File: src/rtl/collision_pkg.sv
// Shared types and constants for the collision engine.
//   state_t            : scan FSM states
//   *_DEF              : default configuration (arena bounds, sizes)
//   SHIFT/HALF/HP_W/IDX_W : derived constants for the default configuration
//   idx_width/cnt_width   : width helpers that never return zero
package collision_pkg;

    typedef enum logic [1:0] {
        IDLE    = 2'd0,
        SCAN    = 2'd1,
        RESOLVE = 2'd2
    } state_t;

    localparam int unsigned N_ZOMBIES_DEF     = 10;
    localparam int unsigned COORD_W_DEF       = 10;
    localparam int unsigned SPRITE_DEF        = 32;
    localparam int unsigned ZOMBIE_HP_DEF     = 3;
    localparam int unsigned INVULN_FRAMES_DEF = 60;
    localparam int unsigned X_MIN_DEF         = 32;
    localparam int unsigned X_MAX_DEF         = 607;
    localparam int unsigned Y_MIN_DEF         = 64;
    localparam int unsigned Y_MAX_DEF         = 447;
    localparam int unsigned BULLET_SIZE_DEF   = 4;
    localparam int unsigned GRID_ROWS_DEF     = 15;
    localparam int unsigned GRID_COLS_DEF     = 20;

    localparam int unsigned SHIFT = $clog2(SPRITE_DEF);
    localparam int unsigned HALF  = SPRITE_DEF / 2 - 1;
    localparam int unsigned HP_W  = $clog2(ZOMBIE_HP_DEF + 1);
    localparam int unsigned IDX_W = $clog2(N_ZOMBIES_DEF);

    // Index width for n slots, at least one bit.
    function automatic int unsigned idx_width(input int unsigned n);
        return (n > 1) ? $clog2(n) : 1;
    endfunction

    // Width of a counter that must hold 0..max, at least one bit.
    function automatic int unsigned cnt_width(input int unsigned max);
        return (max > 0) ? $clog2(max + 1) : 1;
    endfunction

endpackage

File: src/rtl/box_overlap.sv
// Combinational geometry tests for one zombie sprite.
//   box_x/box_y   in : sprite top-left corner
//   pt_x/pt_y     in : point tested for containment (bullet)
//   near_x/near_y in : corner tested for proximity (shooter)
//   point_in_c    out: point lies inside the SPRITE x SPRITE box
//   near_c        out: both corner distances are within SPRITE/2-1
module box_overlap
    import collision_pkg::*;
#(
    parameter int unsigned COORD_W = COORD_W_DEF,
    parameter int unsigned SPRITE  = SPRITE_DEF
) (
    input  logic [COORD_W-1:0] box_x,
    input  logic [COORD_W-1:0] box_y,
    input  logic [COORD_W-1:0] pt_x,
    input  logic [COORD_W-1:0] pt_y,
    input  logic [COORD_W-1:0] near_x,
    input  logic [COORD_W-1:0] near_y,
    output logic               point_in_c,
    output logic               near_c
);

    // One extra bit so box_x + SPRITE - 1 and signed differences never wrap.
    localparam int unsigned EW     = COORD_W + 1;
    localparam int unsigned HALF_L = SPRITE / 2 - 1;

    logic [EW-1:0]        bx_e, by_e, bx_hi, by_hi, px_e, py_e;
    logic signed [EW-1:0] dx, dy;
    logic [EW-1:0]        adx, ady;

    always_comb begin
        bx_e  = {1'b0, box_x};
        by_e  = {1'b0, box_y};
        px_e  = {1'b0, pt_x};
        py_e  = {1'b0, pt_y};
        bx_hi = bx_e + EW'(SPRITE - 1);
        by_hi = by_e + EW'(SPRITE - 1);
        point_in_c = (px_e >= bx_e) && (px_e <= bx_hi) &&
                     (py_e >= by_e) && (py_e <= by_hi);

        dx  = $signed(bx_e) - $signed({1'b0, near_x});
        dy  = $signed(by_e) - $signed({1'b0, near_y});
        adx = dx[EW-1] ? $unsigned(-dx) : $unsigned(dx);
        ady = dy[EW-1] ? $unsigned(-dy) : $unsigned(dy);
        near_c = (adx <= EW'(HALF_L)) && (ady <= EW'(HALF_L));
    end

endmodule

File: src/rtl/collision_engine.sv
// Per-frame collision scanner: visits one zombie slot per cycle, tracks
// per-slot hit points, shooter invulnerability and a saturating kill count.
//   Clk, Reset_n            : clock, async active-low reset
//   frame_tick              : starts a scan (dropped and flagged when busy)
//   zombie_*, bullet_*,
//   shooter_*, barrier      : sprite positions and barrier map
//   busy                    : scan or resolve in progress
//   remove_bullet, zombie_dead, shooter_take_damage : one-cycle result pulses
//   shooter_invuln, zombie_hp, kill_count, tick_overrun : status
module collision_engine
    import collision_pkg::*;
#(
    parameter int unsigned N_ZOMBIES     = N_ZOMBIES_DEF,
    parameter int unsigned COORD_W       = COORD_W_DEF,
    parameter int unsigned SPRITE        = SPRITE_DEF,
    parameter int unsigned ZOMBIE_HP     = ZOMBIE_HP_DEF,
    parameter int unsigned INVULN_FRAMES = INVULN_FRAMES_DEF,
    parameter int unsigned X_MIN         = X_MIN_DEF,
    parameter int unsigned X_MAX         = X_MAX_DEF,
    parameter int unsigned Y_MIN         = Y_MIN_DEF,
    parameter int unsigned Y_MAX         = Y_MAX_DEF,
    parameter int unsigned BULLET_SIZE   = BULLET_SIZE_DEF,
    parameter int unsigned GRID_ROWS     = GRID_ROWS_DEF,
    parameter int unsigned GRID_COLS     = GRID_COLS_DEF
) (
    input  logic                                        Clk,
    input  logic                                        Reset_n,
    input  logic                                        frame_tick,
    input  logic [N_ZOMBIES*COORD_W-1:0]                zombie_x,
    input  logic [N_ZOMBIES*COORD_W-1:0]                zombie_y,
    input  logic [N_ZOMBIES-1:0]                        zombie_alive,
    input  logic [N_ZOMBIES-1:0]                        zombie_spawn,
    input  logic [COORD_W-1:0]                          bullet_x,
    input  logic [COORD_W-1:0]                          bullet_y,
    input  logic                                        bullet_active,
    input  logic [COORD_W-1:0]                          shooter_x,
    input  logic [COORD_W-1:0]                          shooter_y,
    input  logic [GRID_ROWS*GRID_COLS*2-1:0]            barrier,
    output logic                                        busy,
    output logic                                        remove_bullet,
    output logic [N_ZOMBIES-1:0]                        zombie_dead,
    output logic                                        shooter_take_damage,
    output logic                                        shooter_invuln,
    output logic [N_ZOMBIES*$clog2(ZOMBIE_HP+1)-1:0]    zombie_hp,
    output logic [15:0]                                 kill_count,
    output logic                                        tick_overrun
);

    localparam int unsigned EW  = COORD_W + 1;
    localparam int unsigned SH  = $clog2(SPRITE);
    localparam int unsigned HPW = $clog2(ZOMBIE_HP + 1);
    localparam int unsigned IW  = idx_width(N_ZOMBIES);
    localparam int unsigned CW  = cnt_width(INVULN_FRAMES);

    state_t                       state, state_nxt;
    logic [IW-1:0]                idx, idx_nxt;
    logic [COORD_W-1:0]           bx_q, by_q, sx_q, sy_q;
    logic [COORD_W-1:0]           bx_nxt, by_nxt, sx_nxt, sy_nxt;
    logic                         bact_q, bact_nxt;
    logic                         hit_q, hit_nxt, ov_q, ov_nxt;
    logic [IW-1:0]                hit_idx_q, hit_idx_nxt;
    logic [CW-1:0]                inv_cnt, inv_nxt;
    logic [N_ZOMBIES-1:0][HPW-1:0] hp_q, hp_nxt;
    logic [15:0]                  kill_nxt;
    logic                         overrun_nxt, busy_nxt, rb_nxt, dmg_nxt;
    logic [N_ZOMBIES-1:0]         dead_nxt;

    logic [COORD_W-1:0]           cur_x, cur_y;
    logic                         in_box, near;
    logic                         cur_hit, cur_ov, blocked, wall;
    int unsigned                  row, col;
    logic [EW-1:0]                bx_e, by_e;

    assign zombie_hp = hp_q;

    // Slot under scan, selected live from the packed position buses.
    always_comb begin
        cur_x = zombie_x[int'(idx)*COORD_W +: COORD_W];
        cur_y = zombie_y[int'(idx)*COORD_W +: COORD_W];
    end

    box_overlap #(
        .COORD_W (COORD_W),
        .SPRITE  (SPRITE)
    ) u_box (
        .box_x      (cur_x),
        .box_y      (cur_y),
        .pt_x       (bx_q),
        .pt_y       (by_q),
        .near_x     (sx_q),
        .near_y     (sy_q),
        .point_in_c (in_box),
        .near_c     (near)
    );

    // Barrier cell lookup and arena wall test on the latched bullet.
    always_comb begin
        row     = 32'(by_q >> SH);
        col     = 32'(bx_q >> SH);
        blocked = 1'b0;
        if (row < GRID_ROWS && col < GRID_COLS)
            blocked = |barrier[(row*GRID_COLS + col)*2 +: 2];
        bx_e = {1'b0, bx_q};
        by_e = {1'b0, by_q};
        wall = (by_e + EW'(BULLET_SIZE) >= EW'(Y_MAX)) ||
               (by_e <= EW'(Y_MIN + BULLET_SIZE))     ||
               (bx_e + EW'(BULLET_SIZE) >= EW'(X_MAX)) ||
               (bx_e <= EW'(X_MIN + BULLET_SIZE));
    end

    // Next-state, datapath and output pulse computation.
    always_comb begin
        state_nxt   = state;
        idx_nxt     = idx;
        bx_nxt      = bx_q;
        by_nxt      = by_q;
        bact_nxt    = bact_q;
        sx_nxt      = sx_q;
        sy_nxt      = sy_q;
        hit_nxt     = hit_q;
        hit_idx_nxt = hit_idx_q;
        ov_nxt      = ov_q;
        inv_nxt     = inv_cnt;
        hp_nxt      = hp_q;
        kill_nxt    = kill_count;
        overrun_nxt = tick_overrun;
        rb_nxt      = 1'b0;
        dmg_nxt     = 1'b0;
        dead_nxt    = '0;
        cur_hit     = 1'b0;
        cur_ov      = 1'b0;

        if (frame_tick && inv_cnt != '0)
            inv_nxt = inv_cnt - CW'(1);

        case (state)
            IDLE: begin
                if (frame_tick) begin
                    state_nxt = SCAN;
                    idx_nxt   = '0;
                    hit_nxt   = 1'b0;
                    ov_nxt    = 1'b0;
                    bx_nxt    = bullet_x;
                    by_nxt    = bullet_y;
                    bact_nxt  = bullet_active;
                    sx_nxt    = shooter_x;
                    sy_nxt    = shooter_y;
                end
            end
            SCAN: begin
                if (frame_tick)
                    overrun_nxt = 1'b1;
                cur_hit = zombie_alive[idx] & bact_q & in_box;
                cur_ov  = zombie_alive[idx] & near;
                if (cur_hit && !hit_q) begin
                    hit_nxt     = 1'b1;
                    hit_idx_nxt = idx;
                end
                ov_nxt = ov_q | cur_ov;
                if (idx == IW'(N_ZOMBIES - 1)) begin
                    // Resolve on this edge so the pulses are visible in RESOLVE.
                    state_nxt = RESOLVE;
                    if (hit_nxt) begin
                        rb_nxt = 1'b1;
                        if (hp_q[hit_idx_nxt] != '0) begin
                            hp_nxt[hit_idx_nxt] = hp_q[hit_idx_nxt] - HPW'(1);
                            if (hp_q[hit_idx_nxt] == HPW'(1) && !zombie_spawn[hit_idx_nxt]) begin
                                dead_nxt[hit_idx_nxt] = 1'b1;
                                if (kill_count != 16'hFFFF)
                                    kill_nxt = kill_count + 16'd1;
                            end
                        end
                    end else if (bact_q && (blocked || wall)) begin
                        rb_nxt = 1'b1;
                    end
                    if (ov_nxt && inv_cnt == '0) begin
                        dmg_nxt = 1'b1;
                        inv_nxt = CW'(INVULN_FRAMES);
                    end
                end else begin
                    idx_nxt = idx + IW'(1);
                end
            end
            RESOLVE: begin
                if (frame_tick)
                    overrun_nxt = 1'b1;
                state_nxt = IDLE;
            end
            default: state_nxt = IDLE;
        endcase

        // A spawn reloads HP and wins over a same-cycle decrement.
        for (int i = 0; i < int'(N_ZOMBIES); i++) begin
            if (zombie_spawn[i])
                hp_nxt[i] = HPW'(ZOMBIE_HP);
        end

        busy_nxt = (state_nxt != IDLE);
    end

    // State and datapath registers.
    always_ff @(posedge Clk or negedge Reset_n) begin
        if (!Reset_n) begin
            state               <= IDLE;
            idx                 <= '0;
            bx_q                <= '0;
            by_q                <= '0;
            bact_q              <= 1'b0;
            sx_q                <= '0;
            sy_q                <= '0;
            hit_q               <= 1'b0;
            hit_idx_q           <= '0;
            ov_q                <= 1'b0;
            inv_cnt             <= '0;
            hp_q                <= '0;
            kill_count          <= '0;
            tick_overrun        <= 1'b0;
            busy                <= 1'b0;
            remove_bullet       <= 1'b0;
            zombie_dead         <= '0;
            shooter_take_damage <= 1'b0;
            shooter_invuln      <= 1'b0;
        end else begin
            state               <= state_nxt;
            idx                 <= idx_nxt;
            bx_q                <= bx_nxt;
            by_q                <= by_nxt;
            bact_q              <= bact_nxt;
            sx_q                <= sx_nxt;
            sy_q                <= sy_nxt;
            hit_q               <= hit_nxt;
            hit_idx_q           <= hit_idx_nxt;
            ov_q                <= ov_nxt;
            inv_cnt             <= inv_nxt;
            hp_q                <= hp_nxt;
            kill_count          <= kill_nxt;
            tick_overrun        <= overrun_nxt;
            busy                <= busy_nxt;
            remove_bullet       <= rb_nxt;
            zombie_dead         <= dead_nxt;
            shooter_take_damage <= dmg_nxt;
            shooter_invuln      <= (inv_nxt != '0);
        end
    end

endmodule
File: config.mk
export PLATFORM = sky130hd
export DESIGN_NAME = collision_engine
export DESIGN_NICKNAME = d
export VERILOG_FILES = /design/src/rtl/collision_pkg.sv /design/src/rtl/box_overlap.sv /design/src/rtl/collision_engine.sv
export SDC_FILE = /design/constraint.sdc
export NUM_CORES = 1
export LEC_CHECK = 0
export BUFFER_PORTS_ARGS = -buffer_cell sky130_fd_sc_hd__buf_4
export CAP_MARGIN = 25
export CORE_AREA = 8 8 349 351
export DETAILED_ROUTE_END_ITERATION = 8
export DIE_AREA = 0 0 357 359
export PLACE_DENSITY = 0.37
export SETUP_SLACK_MARGIN = 0.2
export SLEW_MARGIN = 40
export SYNTH_ARGS = -nofsm -noshare
export SYNTH_HDL_FRONTEND = slang
export SYNTH_SLANG_ARGS = --single-unit
export TNS_END_PERCENT = 30
File: constraint.sdc
create_clock -name Clk -period 9.15 [get_ports Clk]
set_input_delay 0 -clock Clk [delete_from_list [all_inputs] [get_ports Clk]]
set_output_delay 0 -clock Clk [all_outputs]
set_load 0.02 [all_outputs]
# --- Word-level counts from Yosys, hierarchy flattened ---
# Cells that the tools add are included.
classes:
  n_addsub: 13
  multipliers: 2
  order_cmp: 15
  n_eq_ne: 7
  shift: 3
  n_mux: 57
  n_bitwise: 4
  n_reduce_logical: 81
ops:
  columns: ["op", "n"]
  rows:
  - ["indexed part select 600 x 13 -> 2 bit", 1]
  - ["indexed part select 100 x 9 -> 10 bit", 2]
  - ["nonzero test 2 bit", 43]
  - ["2-to-1 mux 20 bit", 4]
  - ["2-to-1 mux 10 bit", 5]
  - ["AND reduction 4 bit", 10]
  - ["2-to-1 mux 2 bit", 14]
  - ["2-to-1 mux 6 bit", 4]
  - ["adder 10 x 3 -> 11 bit (second input constant)", 2]
  - ["adder 10 x 5 -> 11 bit (second input constant)", 2]
  - ["less-or-equal comparator 10 x 11 -> 1 bit", 2]
  - ["less-or-equal comparator 11 x 4 -> 1 bit (second input constant)", 2]
  - ["2-to-1 mux 11 bit", 2]
  - ["negator 11 bit", 2]
  - ["subtractor 10 x 10 -> 11 bit", 2]
  - ["bitwise mux 20 bit", 1]
  - [">= comparator 10 bit", 2]
  - ["adder 16 x 1 -> 16 bit (second input constant)", 1]
  - ["2-to-1 mux 4 bit", 4]
  - ["inequality test 16 bit (second input constant)", 1]
  - ["2-to-1 mux 1 bit", 14]
  - ["nonzero test 6 bit", 2]
  - ["adder 10 x 5 -> 11 bit", 1]
  - [">= comparator 11 x 10 -> 1 bit (second input constant)", 1]
  - ["34 further kinds", 58]
word_totals:
  reg_bits: 110
  out_inout_bits: 51
  word_cells: 210

# --- Longest topological paths before layout ---
# Gate-level depths: netlist of run 1.
logic_depth:
  depth_word: 21
  mapped_depth: 36
  ltp_nobuf: 28

# --- Modules after synthesis ---
# From an unflattened synthesis of run 1, not the netlist that was laid out.
unflattened:
  cells_unflattened: 1615
  area_unflattened_um2: 13609.3
by_module_without_submodules:
  columns: ["mod", "instances", "cells_per_inst", "area_per_inst_um2"]
  rows:
  - ["collision_engine", 1, 1290, 11249.5]
  - ["box_overlap", 1, 325, 2359.8]

# --- Least setup slack after synthesis of run 1 ---
# OpenSTA, ideal clock, no wires.
synth_path:
  path_kind: "flip-flop to flip-flop"
  start: "register idx[0]"
  end: "register kill_count[4]"
  setup_time_ns: 0.129
  t_arrival_ns: 6.828
  slack_ns: 2.192
  stages_incl_launch_ff: 34
  period_less_slack_ns: 6.958
  cell_sequence: "dfrtp_1 buf_6 buf_8 buf_12 buf_6 buf_6 buf_1 mux4_2 mux2i_1 o22ai_1 nor3_1 nand3_1 nand2_1 xnor2_1 ha_1 and3_1 o2111ai_1 a21oi_1 o22ai_1 a31o_1 o2111ai_1 o21ai_0 and2_1 buf_2 buf_2 nor2_1 o22ai_1 o311a_1 ha_1 a211oi_1 o211ai_2 a211o_4 or3_1 xnor2_1"
synth_between:
  elab_chain_cells: 16
synth_lines:
  columns: ["element", "line_no", "source"]
  rows:
  - ["from (decl)", "collision_engine.sv:56", "logic [IW-1:0] idx, idx_nxt;"]
  - ["from (signal assigned)", "collision_engine.sv:225", "idx <= idx_nxt;"]
  - ["multiplier 4 x 3 -> 7 bit", "collision_engine.sv:78, collision_engine.sv:79", null]
  - ["indexed part select 100 x 9 -> 10 bit", "collision_engine.sv:78", "cur_x = zombie_x[int'(idx)*COORD_W +: COORD_W];"]
  - ["adder 10 x 5 -> 11 bit", "box_overlap.sv:36", "bx_hi = bx_e + EW'(SPRITE - 1);"]
  - ["less-or-equal comparator 10 x 11 -> 1 bit", "box_overlap.sv:38", "point_in_c = (px_e >= bx_e) && (px_e <= bx_hi) &&"]
  - ["logical AND 1 bit (2 in a row)", "box_overlap.sv:38", null]
  - ["logical AND 1 bit", "box_overlap.sv:39", "(py_e >= by_e) && (py_e <= by_hi);"]
  - ["bitwise AND 1 bit", "collision_engine.sv:153", "cur_hit = zombie_alive[idx] & bact_q & in_box;"]
  - ["logical AND 1 bit", "collision_engine.sv:155", "if (cur_hit && !hit_q) begin"]
  - ["2-to-1 mux 4 bit", "collision_engine.sv:155", null]
  - ["2-to-1 mux 4 bit", "collision_engine.sv:136", "case (state)"]
  - ["binary-select mux 2 bit (select 4 bit) or binary-select mux 1 bit (select 4 bit) (tied branches)", "collision_engine.sv:165, collision_engine.sv:167", null]
  - ["2-to-1 mux 2 bit (implied by the code) or 2-to-1 mux 1 bit (tied branches)", "collision_engine.sv:165, collision_engine.sv:167", null]
  - ["== test 2 x 1 -> 1 bit or logical NOT 1 bit (tied branches)", "collision_engine.sv:167", "if (hp_q[hit_idx_nxt] == HPW'(1) && !zombie_spawn[hit_idx_nxt]) begin"]
  - ["logical AND 1 bit", "collision_engine.sv:167", null]
  - ["AND reduction 6 bit (no line) *", null, null]
  - ["to (signal assigned)", "collision_engine.sv:236", "kill_count <= kill_nxt;"]
  - ["to (decl)", "collision_engine.sv:45", "output logic [15:0] kill_count,"]
# Every way passes the cells marked *; elsewhere a longest branch is shown, timed or not. The select of a mux whose other input is x is not followed.
# A chain may end at the register's enable or synchronous reset.

# --- Worst setup path in the final report of run 1 ---
layout_path:
  start: "register idx[2]"
  end: "register kill_count[4]"
# The elaborated chain is that of the path after synthesis.

==> run summary, run 1 <==
Status: complete, no violations
GP Congestion: 0.829
Worst setup SP type: flop
Setup repair after global routing missed its margin: no
Hold Crit Class: in2async
Post-synth EDFFs: 0
Slowest CP cell: or3b_2
Asr flop ratio synth: 1.00
Seq cells post-synth: 110
Avg Inst Size Synth: 8.19 µm²
Core area: 117000 µm²
Global Route Usage Sum: 0.138
Final total power: 7.45 mW
Remaining DRCs: 0
# clock sinks: 110
Die area: 128000 µm²
Vias in the first global route: 17500
Rows: 126
Main combinational cell family by area after synthesis: simple AND/OR/NAND/NOR gates
# fillers: 13200
Final Hold Viols: 0
Max_cap viols: 0
First-pass detailed-route iteration total: 7
Sequential share of the synthesized area: 0.200
Mapped cell area: 13800 µm²
Top Ports: 915
Setup TNS: 0 ns
Worst Setup Path Type: reg2reg
Crit end category: flop
Initial Util: 0.118
Final worst-path cycle share: 0.864
Slew Limit Fails: 0
Via count: 16600
First-pass GRT wire length: 130000 µm
Drt total wl: 93800 µm
Largest stage delay, worst path: 0.80 ns
Layout net count: 3548
Synthesized instance count: 1682
Multiplexer share of the synthesized area: 0.189
Yosys warnings: 0
Antenna Nets Post-Route: 0
Root buffer cell: clkbuf_16
Syn Nets: 2640
Clock latency on the worst-skew pair: 0.41 ns
Via density: 4.01
Critical Path RT: 9.45 ns
Adder-cell share of the synthesized area: 0.0876
Total CTS buffers: 9
CTS HTree Levels: 3
Largest net degree at the start of global routing: 102
Chip height: 359 µm
Cts repair resizes: 0
Final Critical Period: 7.91 ns
Clock transition at the registers of the reported paths: 0.10 ns
Drt first-iter violations: 776
Static Leakage: 10.3 nW
Share of cells above drive strength 1: 0.425
Final Setup Violations: 0
Actual slew at the worst max-slew pin: 0.801 ns
Yosys cell types: 88
Worst-case clock buffer depth: 2
Post-Synth Simple-Gate Area: 0.216
Rel. slew slack: 0.452
Post-synthesis compound-gate area fraction: 0.215
DPL Wire Length: 81800 µm
Syn-to-layout area delta: 68.8%
Xor/xnor share of the synthesized area: 0.0369
WP data arrival: 8.21 ns
Peak VDD IR: 0.256 mV
Grt ovf: 0
PD cells: 320 nW/µm²
Routed wire length per instance: 22.7 µm
Most used DFF post-synth: dfrtp_1
CTS tree: done
DIE WIDTH: 357 µm
Port bufs: 914
Initial antenna violation count: 31
Clk_skew: 0.0186 ns
Max Freq: 126 MHz
Crit-path max FO: 17
[flip-flops by register name (all words and copies together), names as in the netlist]
name / cells
zombie_dead: 10
shooter_take_damage: 1
bx_q: 10
idx: 4
hit_idx_q: 4
kill_count: 16
ov_q: 1
state: 2
bact_q: 1
shooter_invuln: 1
sy_q: 10
zombie_hp: 20
inv_cnt: 6
remove_bullet: 1
tick_overrun: 1
hit_q: 1
sx_q: 10
by_q: 10
busy: 1
[layer usage]
layer	wire [µm]	vias up	GRT usage
met4	1120	12	0.0208
met5	78	-	0
li1	-	8142	-
met3	5500	72	0.0287
met1	36400	7822	0.154
met2	50700	566	0.268
[cells by family after synthesis]
logic type      after synthesis
simple gates                616
compound gates              443
mux                         183
buf+inv                     178
flops                       110
fa+ha+maj                    94
xor+xnor                     58
[stage by stage]
step / setup WS, ns / util / cells / hold WS (ns) / instance area (µm²)
5_1_grt: 0.667 / 0.199 / 4135 / 0.190 / 23200
4_1_cts: 1.20 / 0.199 / 4131 / 0.151 / 23200
6_report: 1.24 / 0.199 / 4140 / 0.133 / 23200
3_5_place_dp: 1.25 / 0.192 / 4062 / 0.0752 / 22400
3_3_place_gp: 1.35 / 0.191 / 4060 / 0.0751 / 22300
2_1_floorplan: 2.19 / - / 1682 / -0.296 / 13800
[cells in the final DEF, fill, tap and decap left out, types with 9 or more instances in the layout]
cell type	synthesis	layout
xor2_1	23	22
ha_1	90	90
diode_2	0	9
xnor2_1	35	34
or3_1	11	11
nand2b_1	17	17
and3_1	11	11
o22ai_1	21	21
nor2_1	213	212
o21a_1	13	13
dlygate4sd3_1	0	53
mux4_2	51	51
nor3_1	181	180
mux2i_1	69	69
a31oi_1	13	13
a21o_1	20	20
nand2_1	70	69
buf_4	1	933
clkbuf_16	0	9
inv_1	85	85
nor2b_1	22	21
a21oi_1	161	161
nor3b_1	9	9
o21ai_0	37	37
a211o_1	15	15
nand3_1	31	31
mux2_2	57	57
dfrtp_1	110	106
a211oi_1	66	64
[layout make-up]
cell class / instances / area (µm²) / area share
diodes: 9 / 22.5 / 0.000969
multi-input cells: 1394 / 10300 / 0.443
clock inverters: 7 / 93.8 / 0.00404
inverters: 86 / 323 / 0.0139
clock buffers: 9 / 225 / 0.00969
repair buffers: 989 / 7590 / 0.326
flip-flops and latches: 110 / 2770 / 0.119
well taps: 1536 / 1920 / 0.0827
[critical path, delay by kind of cell (launching register included)]
kind	cells	cell delay, ns
fa+ha+maj	3	0.76
simple gates	10	2.62
mux	1	0.30
flops	1	0.62
xor+xnor	2	0.23
compound gates	9	3.12
buf+inv	1	0.15
[report_power, final]
part | leakage, nW | internal, mW | switching [mW] | total, mW
Sequential | 1.28 | 0.615 | 0.326 | 0.942
Clock | 0.154 | 0.200 | 0.240 | 0.440
Combinational | 8.82 | 2.49 | 3.58 | 6.07
[Yosys cell counts (all sizes together), types with 5 or more instances]
master / n / share of area
nor2: 213 / 0.058
nor3: 187 / 0.070
a21oi: 162 / 0.059
dfrtp: 110 / 0.20
ha: 90 / 0.082
inv: 86 / 0.023
nand2: 71 / 0.020
mux2i: 69 / 0.050
a211oi: 66 / 0.036
mux2: 60 / 0.049
mux4: 54 / 0.089
clkbuf: 51 / 0.014
buf: 41 / 0.019
o21ai: 38 / 0.014
xnor2: 35 / 0.022
nand3: 31 / 0.011
o22ai: 23 / 0.011
xor2: 23 / 0.015
nor2b: 22 / 0.010
a21o: 20 / 0.011
nand2b: 17 / 0.0077
a211o: 16 / 0.011
a31oi: 13 / 0.0059
o21a: 13 / 0.0071
and3: 11 / 0.0050
or3: 11 / 0.0050
a2111oi: 10 / 0.0078
nor4: 10 / 0.0055
nor3b: 9 / 0.0049
o211ai: 9 / 0.0053
and2: 8 / 0.0036
a22oi: 7 / 0.0038
nand4: 7 / 0.0036
o311ai: 7 / 0.0045
a22o: 6 / 0.0038
o2111ai: 5 / 0.0032
o32a: 5 / 0.0036
or2: 5 / 0.0023
[path summary, 6_finish.rpt]
kind,startpoint,to,slack (ns),cells past startpoint
hold reg to reg,tick_overrun$_DFFE_PN0P_,tick_overrun$_DFFE_PN0P_,0.49,1
max in group asynchronous,Reset_n,bx_q[5]$_DFFE_PN0P_,7.82,3
setup reg to reg,idx[2]$_DFFE_PN0P_,kill_count[4]$_DFFE_PN0P_,1.24,26
setup / recovery,idx[2]$_DFFE_PN0P_,kill_count[4]$_DFFE_PN0P_,1.24,26
hold / removal,Reset_n,kill_count[6]$_DFFE_PN0P_,0.13,2
min in group Clk,zombie_spawn[5],zombie_hp[11]$_DFFE_PN0P_,0.37,3
[timing repair]
item / 4_1_cts / 5_1_grt
hold endpoints to repair: 108 / 0
buffers inserted: 0 / 0
setup endpoints to repair: 0 / 0
hold buffers: 53 / 0
(Power assumes the default switching activity.)
==> run 2: changes to the inputs <==
--- a/config.mk
+++ b/config.mk
@@ -10,6 +10,7 @@
 export CORE_AREA = 8 8 349 351
 export DETAILED_ROUTE_END_ITERATION = 8
 export DIE_AREA = 0 0 357 359
+export MAX_ROUTING_LAYER = met4
 export PLACE_DENSITY = 0.37
 export SETUP_SLACK_MARGIN = 0.2
 export SLEW_MARGIN = 40
==> run 2 against run 1 <==
Worst hold slack improved by 0.0041 ns. Worst setup slack improved by 0.13 ns. Via count about the same. Global-route usage increased by 0.39 points. Sequential power about the same. Combinational power about the same. Final area about the same. Critical path type unchanged. Critical endpoint unchanged. Largest power group unchanged.
==> run summary, run 2 (synthesis gave the netlist of run 1 again) <==
Core area: 117000 µm² (unchanged)
GP Congestion: 0.842 (was 0.829)
Most common cell after layout, fill and taps aside: buf_4 (unchanged)
Critical Path RT: 9.45 ns (about the same)
Crit end category: flop (unchanged)
CTS HTree Levels: 3 (unchanged)
DPL Wire Length: 81800 µm (unchanged)
Worst setup SP type: flop (unchanged)
Actual slew at the worst max-slew pin: 0.773 ns (was 0.801 ns)
Antenna Nets Post-Route: 0 (unchanged)
Syn-to-layout area delta: 69.0% (was 68.8%)
Routed wire length per instance: 22.6 µm (was 22.7 µm)
Grt ovf: 0 (unchanged)
Drt first-iter violations: 876 (was 776)
Chip height: 359 µm (unchanged)
Via density: 4.00 (was 4.01)
Initial antenna violation count: 34 (was 31)
Largest net degree at the start of global routing: 102 (unchanged)
Status: complete, no violations (unchanged)
PD cells: 319 nW/µm² (was 320 nW/µm²)
Worst-case clock buffer depth: 2 (unchanged)
Drt total wl: 93800 µm (about the same)
Via count: 16600 (about the same)
Clk_skew: 0.0158 ns (was 0.0186 ns)
Clock transition at the registers of the reported paths: 0.10 ns (about the same)
Die area: 128000 µm² (unchanged)
Max Freq: 129 MHz (was 126 MHz)
First-pass detailed-route iteration total: 8 (was 7)
Worst Setup Path Type: reg2reg (unchanged)
Max reg flops: 20 (unchanged)
Layout net count: 3548 (unchanged)
Setup TNS: 0 ns (unchanged)
Max_cap viols: 0 (unchanged)
DIE WIDTH: 357 µm (unchanged)
Remaining DRCs: 0 (unchanged)
Most frequent cells in the layout: buf_4, nor2_1, nor3_1 (unchanged)
Largest stage delay, worst path: 0.79 ns (was 0.80 ns)
Rel. slew slack: 0.471 (was 0.452)
Hold_ws: 0.137 ns (was 0.133 ns)
Final Hold Viols: 0 (unchanged)
Cts repair resizes: 0 (unchanged)
Static Leakage: 10.3 nW (about the same)
Rows: 126 (unchanged)
Hold Crit Class: in2async (unchanged)
CTS tree: done (unchanged)
Crit-path max FO: 17 (unchanged)
Final worst-path cycle share: 0.850 (was 0.864)
Total CTS buffers: 9 (unchanged)
Root buffer cell: clkbuf_16 (unchanged)
WP data arrival: 8.08 ns (was 8.21 ns)
Setup repair after global routing missed its margin: no (unchanged)
First-pass GRT wire length: 130000 µm (about the same)
Clock latency on the worst-skew pair: 0.40 ns (was 0.41 ns)
Slowest CP cell: or3b_2 (unchanged)
Share of cells above drive strength 1: 0.425 (unchanged)
Top Ports: 915 (unchanged)
Final Critical Period: 7.78 ns (was 7.91 ns)
Port bufs: 914 (unchanged)
Peak VDD IR: 0.255 mV (was 0.256 mV)
Slew Limit Fails: 0 (unchanged)
Global Route Usage Sum: 0.142 (was 0.138)
Vias in the first global route: 17500 (about the same)
# clock sinks: 110 (unchanged)
Initial Util: 0.118 (unchanged)
Final Setup Violations: 0 (unchanged)
run 2: cell count changes in the layout (fill, tap and decap cells not counted):
cell | previous run | this run
diode_2 | 9 | 18
run 2: metrics by stage:
stage	cells	power, mW	area, µm²	worst slack (ns)	util
after floorplan	1682	4.84	13800	2.19	-
after global placement	4060	7.15	22300	1.35	0.191
after global routing	4149	8.19	23300	0.667	0.199
after CTS	4131	7.66	23200	1.20	0.199
final	4149	7.43	23300	1.37	0.199
after detailed placement	4062	7.14	22400	1.25	0.192
run 2: worst paths after layout:
check	startpoint	depth (start not counted)	slack [ns]	end
worst max-delay path	idx[2]$_DFFE_PN0P_	25	1.37	kill_count[4]$_DFFE_PN0P_
worst min-delay path	Reset_n	2	0.14	kill_count[1]$_DFFE_PN0P_
worst max register to register	idx[2]$_DFFE_PN0P_	25	1.37	kill_count[4]$_DFFE_PN0P_
worst min register to register	tick_overrun$_DFFE_PN0P_	1	0.50	tick_overrun$_DFFE_PN0P_
max in group asynchronous	Reset_n	3	7.84	bx_q[5]$_DFFE_PN0P_
min in group Clk	zombie_spawn[5]	3	0.37	zombie_hp[11]$_DFFE_PN0P_
run 2: worst max-delay path, delay by kind of cell, from the launching register on:
| kind | cells | cell delay (ns) |
|---|---|---|
| AOI/OAI and AO/OA | 12 | 3.36 |
| and+or+nand+nor | 6 | 2.15 |
| adders and majority gates | 3 | 0.79 |
| DFF | 1 | 0.61 |
| muxes | 1 | 0.30 |
| xor gates and xnor gates | 2 | 0.26 |
| buffers and inverters | 1 | 0.17 |
run 2: what timing repair did:
item,CTS,global route
hold buffers,53,0
setup buffers,0,0
endpoints found under the hold margin,108,0
endpoints found under the setup margin,0,0
run 2: cell type report:
type / count / area (µm²)
antenna: 18 / 45.0
clock buffer: 9 / 225
clock inverter: 7 / 93.8
fill: 13200 / 93400
inverter: 86 / 323
multi-input combinational: 1394 / 10300
sequential: 110 / 2770
tap: 1536 / 1920
timing repair buffer: 989 / 7590
run 2: per-layer routing:
| layer | global-route usage | wire (µm) | share of wire |
|---|---|---|---|
| met1 | 0.156 | 37000 | 0.39 |
| met2 | 0.268 | 50600 | 0.54 |
| met3 | 0.0247 | 4920 | 0.052 |
| met4 | 0.0211 | 1260 | 0.013 |
| met5 | - | 0 | 0 |
run 2: power breakdown:
part           internal (mW)  switching, mW  leakage, nW  total [mW]
clock                  0.200          0.238        0.154       0.438
combinational           2.49           3.57         8.82        6.05
sequential             0.615          0.326         1.28       0.941
==> run 3: changes to the inputs <==
--- a/config.mk
+++ b/config.mk
@@ -12,6 +12,7 @@
 export DIE_AREA = 0 0 357 359
 export MAX_ROUTING_LAYER = met4
 export PLACE_DENSITY = 0.37
+export REMOVE_ABC_BUFFERS = 1
 export SETUP_SLACK_MARGIN = 0.2
 export SLEW_MARGIN = 40
 export SYNTH_ARGS = -nofsm -noshare
==> run 3 against run 2 <==
Clock skew increased by 0.0086 ns. Die area unchanged. Critical endpoint unchanged. Clock power up 5.3%. First-iteration DRC count rose by 0.46%. Maximum frequency fell by 1.9%. Final area grew 0.28%. Largest cell class unchanged. Worst hold slack improved by 0.0011 ns. Critical path type unchanged.
==> run summary, run 3 (synthesis gave the netlist of run 1 again) <==
Status: complete, no violations (unchanged)
Core area: 117000 µm² (unchanged)
DPL Wire Length: 84000 µm (was 81800 µm)
WP data arrival: 8.23 ns (was 8.08 ns)
Syn-to-layout area delta: 69.5% (was 69.0%)
Hold Crit Class: in2async (unchanged)
Setup TNS: 0 ns (unchanged)
DIE WIDTH: 357 µm (unchanged)
Setup bufs post-CTS: 0 (unchanged)
Port bufs: 914 (unchanged)
Rel. slew slack: 0.386 (was 0.471)
Crit-path max FO: 48 (was 17)
Dpl ws: 1.26 ns (was 1.25 ns)
Remaining DRCs: 0 (unchanged)
FF-to-FF path depth: 27 (was 25)
Top Ports: 915 (unchanged)
PD cells: 326 nW/µm² (was 319 nW/µm²)
Peak VDD IR: 0.314 mV (was 0.255 mV)
Crit end category: flop (unchanged)
Most common cell after layout, fill and taps aside: buf_4 (unchanged)
Cells after DPL: 4064 (was 4062)
Die area: 128000 µm² (unchanged)
Final std cells w/o fill: 4163 (was 4149)
Layout net count: 3551 (was 3548)
Largest stage delay, worst path: 0.93 ns (was 0.79 ns)
Max_cap viols: 0 (unchanged)
Vias in the first global route: 18000 (was 17500)
Via density: 4.00 (about the same)
Share of cells above drive strength 1: 0.425 (about the same)
Critical Path RT: 9.45 ns (about the same)
CTS tree: done (unchanged)
Worst Setup Path Type: reg2reg (unchanged)
Max reg flops: 20 (unchanged)
Drt total wl: 96400 µm (was 93800 µm)
Hold_ws: 0.138 ns (was 0.137 ns)
Clock transition at the registers of the reported paths: 0.10 ns (about the same)
Static Leakage: 10.3 nW (about the same)
# hold bufs at CTS: 53 (unchanged)
CP startpoint: idx[0]$_DFFE_PN0P_ (was idx[2]$_DFFE_PN0P_)
Most frequent cells in the layout: buf_4, nor2_1, nor3_1 (unchanged)
Root buffer cell: clkbuf_16 (unchanged)
Slew Limit Fails: 0 (unchanged)
Actual slew at the worst max-slew pin: 0.914 ns (was 0.773 ns)
Initial Util: 0.118 (unchanged)
Routed wire length per instance: 23.2 µm (was 22.6 µm)
Via count: 16700 (was 16600)
Drt first-iter violations: 880 (was 876)
Max Freq: 126 MHz (was 129 MHz)
Final worst-path cycle share: 0.866 (was 0.850)
# clock sinks: 110 (unchanged)
Global Route Usage Sum: 0.146 (was 0.142)
Chip height: 359 µm (unchanged)
First-pass detailed-route iteration total: 6 (was 8)
Initial antenna violation count: 30 (was 34)
Antenna Nets Post-Route: 0 (unchanged)
CTS HTree Levels: 3 (unchanged)
Setup repair after global routing missed its margin: no (unchanged)
Cts repair resizes: 0 (unchanged)
Worst-case clock buffer depth: 2 (unchanged)
Slowest CP cell: dfrtp_4 (was or3b_2)
Final Critical Period: 7.93 ns (was 7.78 ns)
Final Setup Violations: 0 (unchanged)
First-pass GRT wire length: 133000 µm (was 130000 µm)
Final Hold Viols: 0 (unchanged)
Worst setup SP type: flop (unchanged)
Largest net degree at the start of global routing: 155 (was 102)
GP Congestion: 0.848 (was 0.842)
Total CTS buffers: 9 (unchanged)
Rows: 126 (unchanged)
Setup ws final: 1.22 ns (was 1.37 ns)
Worst r2r src: idx[0]$_DFFE_PN0P_ (was idx[2]$_DFFE_PN0P_)
Slack of the worst reg-to-reg path: 1.22 ns (was 1.37 ns)
Grt ovf: 0 (unchanged)
Clk_skew: 0.0244 ns (was 0.0158 ns)
Clock latency on the worst-skew pair: 0.41 ns (was 0.40 ns)
run 3: changes by cell type in the layout (fill, tap and decap cells not counted), sizes merged:
cell,delta
buf,+3
diode,+11
bufinv,+1
clkbuf,+1
inv,-2
run 3: through the flow:
step | total power, mW | instance area (µm²) | util
detailed placement | 7.28 | 22400 | 0.192
global placement | 7.26 | 22400 | 0.192
CTS | 7.80 | 23200 | 0.199
finish | 7.60 | 23300 | 0.200
global route | 8.33 | 23300 | 0.200
floorplan | 4.78 | 13300 | -
run 3: worst paths after layout:
| kind | endpoint |
|---|---|
| min in group Clk | zombie_hp[5]$_DFFE_PN0P_ |
| setup reg to reg | kill_count[4]$_DFFE_PN0P_ |
| hold reg to reg | tick_overrun$_DFFE_PN0P_ |
| setup / recovery | kill_count[4]$_DFFE_PN0P_ |
| hold / removal | zombie_hp[5]$_DFFE_PN0P_ |
| max in group asynchronous | idx[0]$_DFFE_PN0P_ |
run 3: critical path: cells and delay by family (launching register included):
| kind | cells | cell delay [ns] |
|---|---|---|
| AO/OA/AOI/OAI | 11 | 2.70 |
| XOR/XNOR | 2 | 0.25 |
| adder cells (fa/ha/maj) | 2 | 0.47 |
| buffers and inverters | 2 | 0.45 |
| flip-flops | 1 | 0.93 |
| multiplexers | 2 | 0.68 |
| AND/OR/NAND/NOR | 8 | 2.25 |
run 3: power by group:
part	internal [mW]	switching [mW]	leakage, nW
clock network	0.228	0.233	0.159
registers	0.616	0.297	1.28
logic	2.53	3.70	8.84
run 3: cell type report:
cell class                      instances  area [µm²]
Inverter                               86         323
Clock buffer                           10         239
Clock inverter                          6        88.8
Timing Repair Buffer                  992        7630
Tap cell                             1536        1920
Sequential cell                       110        2770
Antenna cell                           29        72.6
Fill cell                           13100       93300
Multi-Input combinational cell       1394       10300
run 3: per-layer routing:
layer  vias up  GRT usage  part of all wire
met4         0     0.0275             0.014
met5         -          -                 0
li1       8185          -                 -
met2       616      0.260              0.51
met1      7791      0.163              0.40
met3        62     0.0428             0.076
